### src/rtl/feeder_pkg.sv
// Shared types and helpers for the systolic edge feeder: FSM states,
// flush length and lane slice arithmetic.
package feeder_pkg;

  typedef enum logic [2:0] {
    ST_IDLE,
    ST_CLEAR,
    ST_STREAM,
    ST_FLUSH,
    ST_DONE
  } state_e;

  // Drain time for the last vector to walk from lane 0 to the far-corner PE.
  function automatic int flush_len(input int lanes);
    return 2 * (lanes - 1) + 1;
  endfunction

  function automatic int lane_lo(input int lane, input int dw);
    return lane * dw;
  endfunction

endpackage

### src/rtl/skew_delay_line.sv
// Fixed-depth register delay line for one skewed lane; shifts every cycle.
module skew_delay_line #(
  parameter int DATA_WIDTH = 32,
  parameter int DEPTH      = 1
) (
  input  logic                  clk,
  input  logic                  rst,
  input  logic [DATA_WIDTH-1:0] d_i,
  output logic [DATA_WIDTH-1:0] q_o
);

  logic [DEPTH-1:0][DATA_WIDTH-1:0] pipe_q;

  always_ff @(posedge clk or posedge rst) begin
    if (rst) begin
      pipe_q <= '0;
    end else begin
      pipe_q[0] <= d_i;
      for (int i = 1; i < DEPTH; i++) pipe_q[i] <= pipe_q[i-1];
    end
  end

  assign q_o = pipe_q[DEPTH-1];

endmodule

### src/rtl/systolic_skew_feeder.sv
// Skewed edge feeder for the systolic MAC array: lane i lags lane 0 by i cycles.
// Optional bubble counter built only when FEEDER_STALL_CNT_EN is defined.
module systolic_skew_feeder
  import feeder_pkg::*;
#(
  parameter int DATA_WIDTH = 32,
  parameter int LANES      = 4,
  parameter int K_WIDTH    = 16
) (
  input  logic                        clk,
  input  logic                        rst,
  input  logic                        start,
  input  logic [K_WIDTH-1:0]          k_len,
  input  logic                        in_valid,
  output logic                        in_ready,
  input  logic [LANES*DATA_WIDTH-1:0] in_data,
  output logic [LANES*DATA_WIDTH-1:0] lane_out,
  output logic                        acc_clr,
  output logic                        busy,
  output logic                        done,
  output logic [15:0]                 stall_cnt
);

  localparam int FLUSH_LEN = flush_len(LANES);
  localparam int FW        = $clog2(FLUSH_LEN + 1);

  state_e             state_q, state_d;
  logic [K_WIDTH-1:0] klen_q, klen_d;
  logic [K_WIDTH-1:0] cnt_q, cnt_d, cnt_inc;
  logic [FW-1:0]      fcnt_q, fcnt_d;
  logic               accept;

  assign accept  = in_valid && (state_q == ST_STREAM);
  assign cnt_inc = cnt_q + K_WIDTH'(1);

  always_ff @(posedge clk or posedge rst) begin
    if (rst) begin
      state_q <= ST_IDLE;
      klen_q  <= '0;
      cnt_q   <= '0;
      fcnt_q  <= '0;
    end else begin
      state_q <= state_d;
      klen_q  <= klen_d;
      cnt_q   <= cnt_d;
      fcnt_q  <= fcnt_d;
    end
  end

  always_comb begin
    state_d = state_q;
    klen_d  = klen_q;
    cnt_d   = cnt_q;
    fcnt_d  = fcnt_q;
    case (state_q)
      ST_IDLE: begin
        if (start) begin
          klen_d  = k_len;
          cnt_d   = '0;
          state_d = ST_CLEAR;
        end
      end
      ST_CLEAR: state_d = (klen_q == '0) ? ST_DONE : ST_STREAM;
      ST_STREAM: begin
        if (accept) begin
          cnt_d = cnt_inc;
          if (cnt_inc == klen_q) begin
            fcnt_d  = '0;
            state_d = ST_FLUSH;
          end
        end
      end
      ST_FLUSH: begin
        if (fcnt_q == FW'(FLUSH_LEN - 1)) state_d = ST_DONE;
        else                              fcnt_d  = fcnt_q + FW'(1);
      end
      ST_DONE: state_d = ST_IDLE;
      default: state_d = ST_IDLE;
    endcase
  end

  // Pure decodes of the state register, so no input reaches these outputs.
  assign in_ready = (state_q == ST_STREAM);
  assign acc_clr  = (state_q == ST_CLEAR);
  assign done     = (state_q == ST_DONE);
  assign busy     = (state_q != ST_IDLE);

  // Bubbles inject zeros so x*w contributes nothing on either edge.
  for (genvar i = 0; i < LANES; i++) begin : g_lane
    logic [DATA_WIDTH-1:0] lane_d;
    assign lane_d = accept ? in_data[lane_lo(i, DATA_WIDTH) +: DATA_WIDTH] : '0;
    skew_delay_line #(
      .DATA_WIDTH(DATA_WIDTH),
      .DEPTH     (i + 1)
    ) u_dl (
      .clk(clk),
      .rst(rst),
      .d_i(lane_d),
      .q_o(lane_out[lane_lo(i, DATA_WIDTH) +: DATA_WIDTH])
    );
  end

`ifdef FEEDER_STALL_CNT_EN
  logic [15:0] stall_q, stall_d;

  always_comb begin
    stall_d = stall_q;
    if (state_q == ST_IDLE && start)
      stall_d = '0;
    else if (state_q == ST_STREAM && !in_valid && stall_q != 16'hFFFF)
      stall_d = stall_q + 16'd1;
  end

  always_ff @(posedge clk or posedge rst) begin
    if (rst) stall_q <= '0;
    else     stall_q <= stall_d;
  end

  assign stall_cnt = stall_q;
`else
  assign stall_cnt = '0;
`endif

endmodule

### config.mk
export PLATFORM = sky130hd
export DESIGN_NAME = systolic_skew_feeder
export DESIGN_NICKNAME = d
export VERILOG_FILES = /design/src/rtl/feeder_pkg.sv /design/src/rtl/skew_delay_line.sv /design/src/rtl/systolic_skew_feeder.sv
export SDC_FILE = /design/constraint.sdc
export NUM_CORES = 1
export LEC_CHECK = 0
export ABC_AREA = 1
export CORE_ASPECT_RATIO = 0.7
export CORE_MARGIN = 1
export CORE_UTILIZATION = 39
export DETAILED_ROUTE_END_ITERATION = 10
export PLACE_DENSITY = 0.72
export SLEW_MARGIN = 30
export SYNTH_ARGS = -nofsm -noshare
export SYNTH_HDL_FRONTEND = slang
export SYNTH_SLANG_ARGS = --single-unit
### constraint.sdc
create_clock -name clk -period 15.9 [get_ports clk]
set_input_delay 2.385 -clock clk [delete_from_list [all_inputs] [get_ports clk]]
set_output_delay 2.385 -clock clk [all_outputs]
set_load 0.02 [all_outputs]
==> results.md <==
* CTS tree: done
* Syn-to-layout area delta at 30.5%
* DR pass1 iterations at 4
* Starting DRC count in detailed routing at 418
* Most frequent cells in the layout: dfrtp_1 (358), clkdlybuf4s50_1 (279), nor2_1 (167)
* Largest net degree at the start of global routing at 130
* Register area at 8960 µm²
* Number of synthesized flops with an enable pin at 0
* Final Instance Area at approximately 16000 µm²
* Detailed Place HPWL at roughly 16000 µm
* #FFs+latches synth at 358
* RSZ-0062 raised after global routing: no
* Cell Area, Placed at 14700 µm²
* Crit path launch type: flop
* Status: finished, final reports clean
* Synth top area share at 0.737
* Remaining global-route overflow at 0
* Core area at 30400 µm²
* Max_slew headroom at 0.370
* Share of cells above drive strength 1 at 0.0642
* Setup Skew at 24.3 ps
* Pwr per Cell Area at 162 nW/µm²
* Initial Utilization at 0.400
* GPL Wtd Cong at 0.820
* CTS Hold Bufs at 0
* Routed Antenna Nets at 0
* Post-synthesis cell area at 12200 µm²
* Initial antenna violation count at 0
* Yosys top cell by area: dfrtp_1
* Worst-margin pin slew at 945 ps
* Max Fclk at approximately 0.22 GHz
* Root Buffer: clkbuf_16
* Syn avg cell area at 12.0 µm²
* Worst setup EP type: primary output
* Routed len/inst at ~14 µm
* Hold Crit Class: reg2reg
* Nets at 1372
* # setup viols final at 0
* Arrival time worst endpoint at ~2100 ps
* CTS Buf Count at 35
* Via density per instance at 4.20
* Die width at 213 µm
* First-pass GRT wire length at between 30000 and 40000 µm
* Die Y at 150 µm
* Commonest non-fill, non-tap cell in the layout: dfrtp_1
* Hold Vio Cnt, Final at 0
* H-Tree Depth at 2
* Lkg Pwr at 8.15 nW
* Filler Cell Count at 2613
* Row count at 53
* Synth async-reset ratio at 1.00
* IO buf count at 279
* Synth Instances at 1016
* Detailed-route via count at 6957
* Clock latency on the worst-skew pair at 530 ps
* Syn. warnings at 0
* Multi-input gate area at 1720 µm²
* Ranking of synthesized cells by area: dfrtp_1 (74%), buf_4 (6.9%), nor2_1 (5.2%)
* Io pins at 296
* Post-route clock period utilization at 0.285
* DR DRC count at 0
* Final Max Slew Viols at 0
* Routed wire length at 23400 µm
* Setup TNS at 0 ps
* Gr usage total at 0.148
* CP Max Fanout at 8
* CTS sink cnt at 358
* Vias in the first global route at 7041
* Post_cts resized at 0
* Worst vdd ir at 0.000167 V
* Yosys cell types at 27
* Most common flop cell mapped by yosys: dfrtp_1
* Longest Clk Path Bufs at 3
* Die Area at ~32000 µm²
* Minimum clock period at between 4000 and 5000 ps
* Critical path type: reg2out
* Register area share after synthesis at 0.737
* Reg clk slew, reported paths at about 60 ps
* # Max-Cap Violations at 0
* Critical Path RT at 13520 ps
* Post-CTS setup buffer count at 0
* N_diodes at 0
[Yosys cell counts (8+ instances only)]
library cell / n
clkbuf_1: 11
buf_4: 112
nor2_1: 167
nand4_1: 8
nand3_1: 40
a21oi_1: 13
dfrtp_1: 358
inv_1: 164
nand2_1: 80
o21ai_0: 8
o22ai_1: 10
buf_2: 8
[registers in the layout, summed over array words and instances (netlist names)]
register,flops
cnt_q,16
fcnt_q,3
g_lane.u_dl.pipe_q,192
g_lane.u_dl.q_o,128
klen_q,16
state_q,3
[worst max-delay path, stage by stage (launching register included)]
cell and delay (ps):
dfrtp_1 390, nor2_1 220, nand2_1 110, clkinv_1 250, clkdlybuf4s50_1 660
[final cells by class]
class | count | share of cell area
flip-flops and latches | 358 | 0.564
repair buffers | 284 | 0.179
multi-input cells | 375 | 0.108
clock buffers | 45 | 0.0601
inverters | 167 | 0.0400
well taps | 412 | 0.0325
clock inverters | 17 | 0.0161
[kinds of logic (layout without fill, tap and decap cells)]
group,after synthesis,count (layout),synth area share
AO/OA/AOI/OAI,31,31,0.0138
XOR/XNOR,8,8,0.00802
adder cells (fa/ha/maj),3,3,0.00309
buffers and inverters,298,513,0.127
flip-flops,358,358,0.737
multiplexers,4,4,0.00370
other,1,16,0.000308
AND/OR/NAND/NOR,313,313,0.107
[where the power goes]
group	switching [mW]	internal (mW)	leakage [nW]	total, mW
Combinational	0.312	0.225	2.72	0.537
Sequential	0.0785	1.10	4.84	1.18
Clock	0.344	0.512	0.587	0.856
Total	0.735	1.83	8.15	2.57
[metrics by stage]
step | util | hold slack (ps) | std cells | total power [mW] | setup WS, ps
6_report | 0.523 | 331 | 1658 | 2.57 | 11370
3_5_place_dp | 0.483 | 335 | 1596 | 1.74 | 10340
5_1_grt | 0.523 | 340 | 1658 | 2.71 | 11220
4_1_cts | 0.522 | 334 | 1658 | 2.61 | 10900
2_1_floorplan | - | 331 | 1031 | 1.55 | 3580
3_3_place_gp | 0.483 | 331 | 1596 | 1.72 | 10400
[layer usage]
metal / vias up / track usage / share of wire
li1: 3303 / - / -
met1: 3397 / 0.194 / 0.43
met2: 215 / 0.233 / 0.47
met3: 42 / 0.0472 / 0.082
met4: 0 / 0.0460 / 0.018
met5: - / 0 / 0
[worst paths after layout]
path / from / endpoint / slack [ps] / depth (start not counted)
worst max-delay path: state_q[0] / in_ready / 11370 / 4
worst min-delay path: g_lane[3].u_dl.pipe_q[58] / g_lane[3].u_dl.pipe_q[90] / 330 / 0
worst max register to register: state_q[0] / cnt_q[7] / 13140 / 6
worst min register to register: g_lane[3].u_dl.pipe_q[58] / g_lane[3].u_dl.pipe_q[90] / 330 / 0
max in group asynchronous: rst / g_lane[0].u_dl.q_o[11] / 11620 / 4
min in group asynchronous: rst / g_lane[3].u_dl.pipe_q[13] / 2430 / 2
No activity file was read; power rests on OpenSTA's default activity.
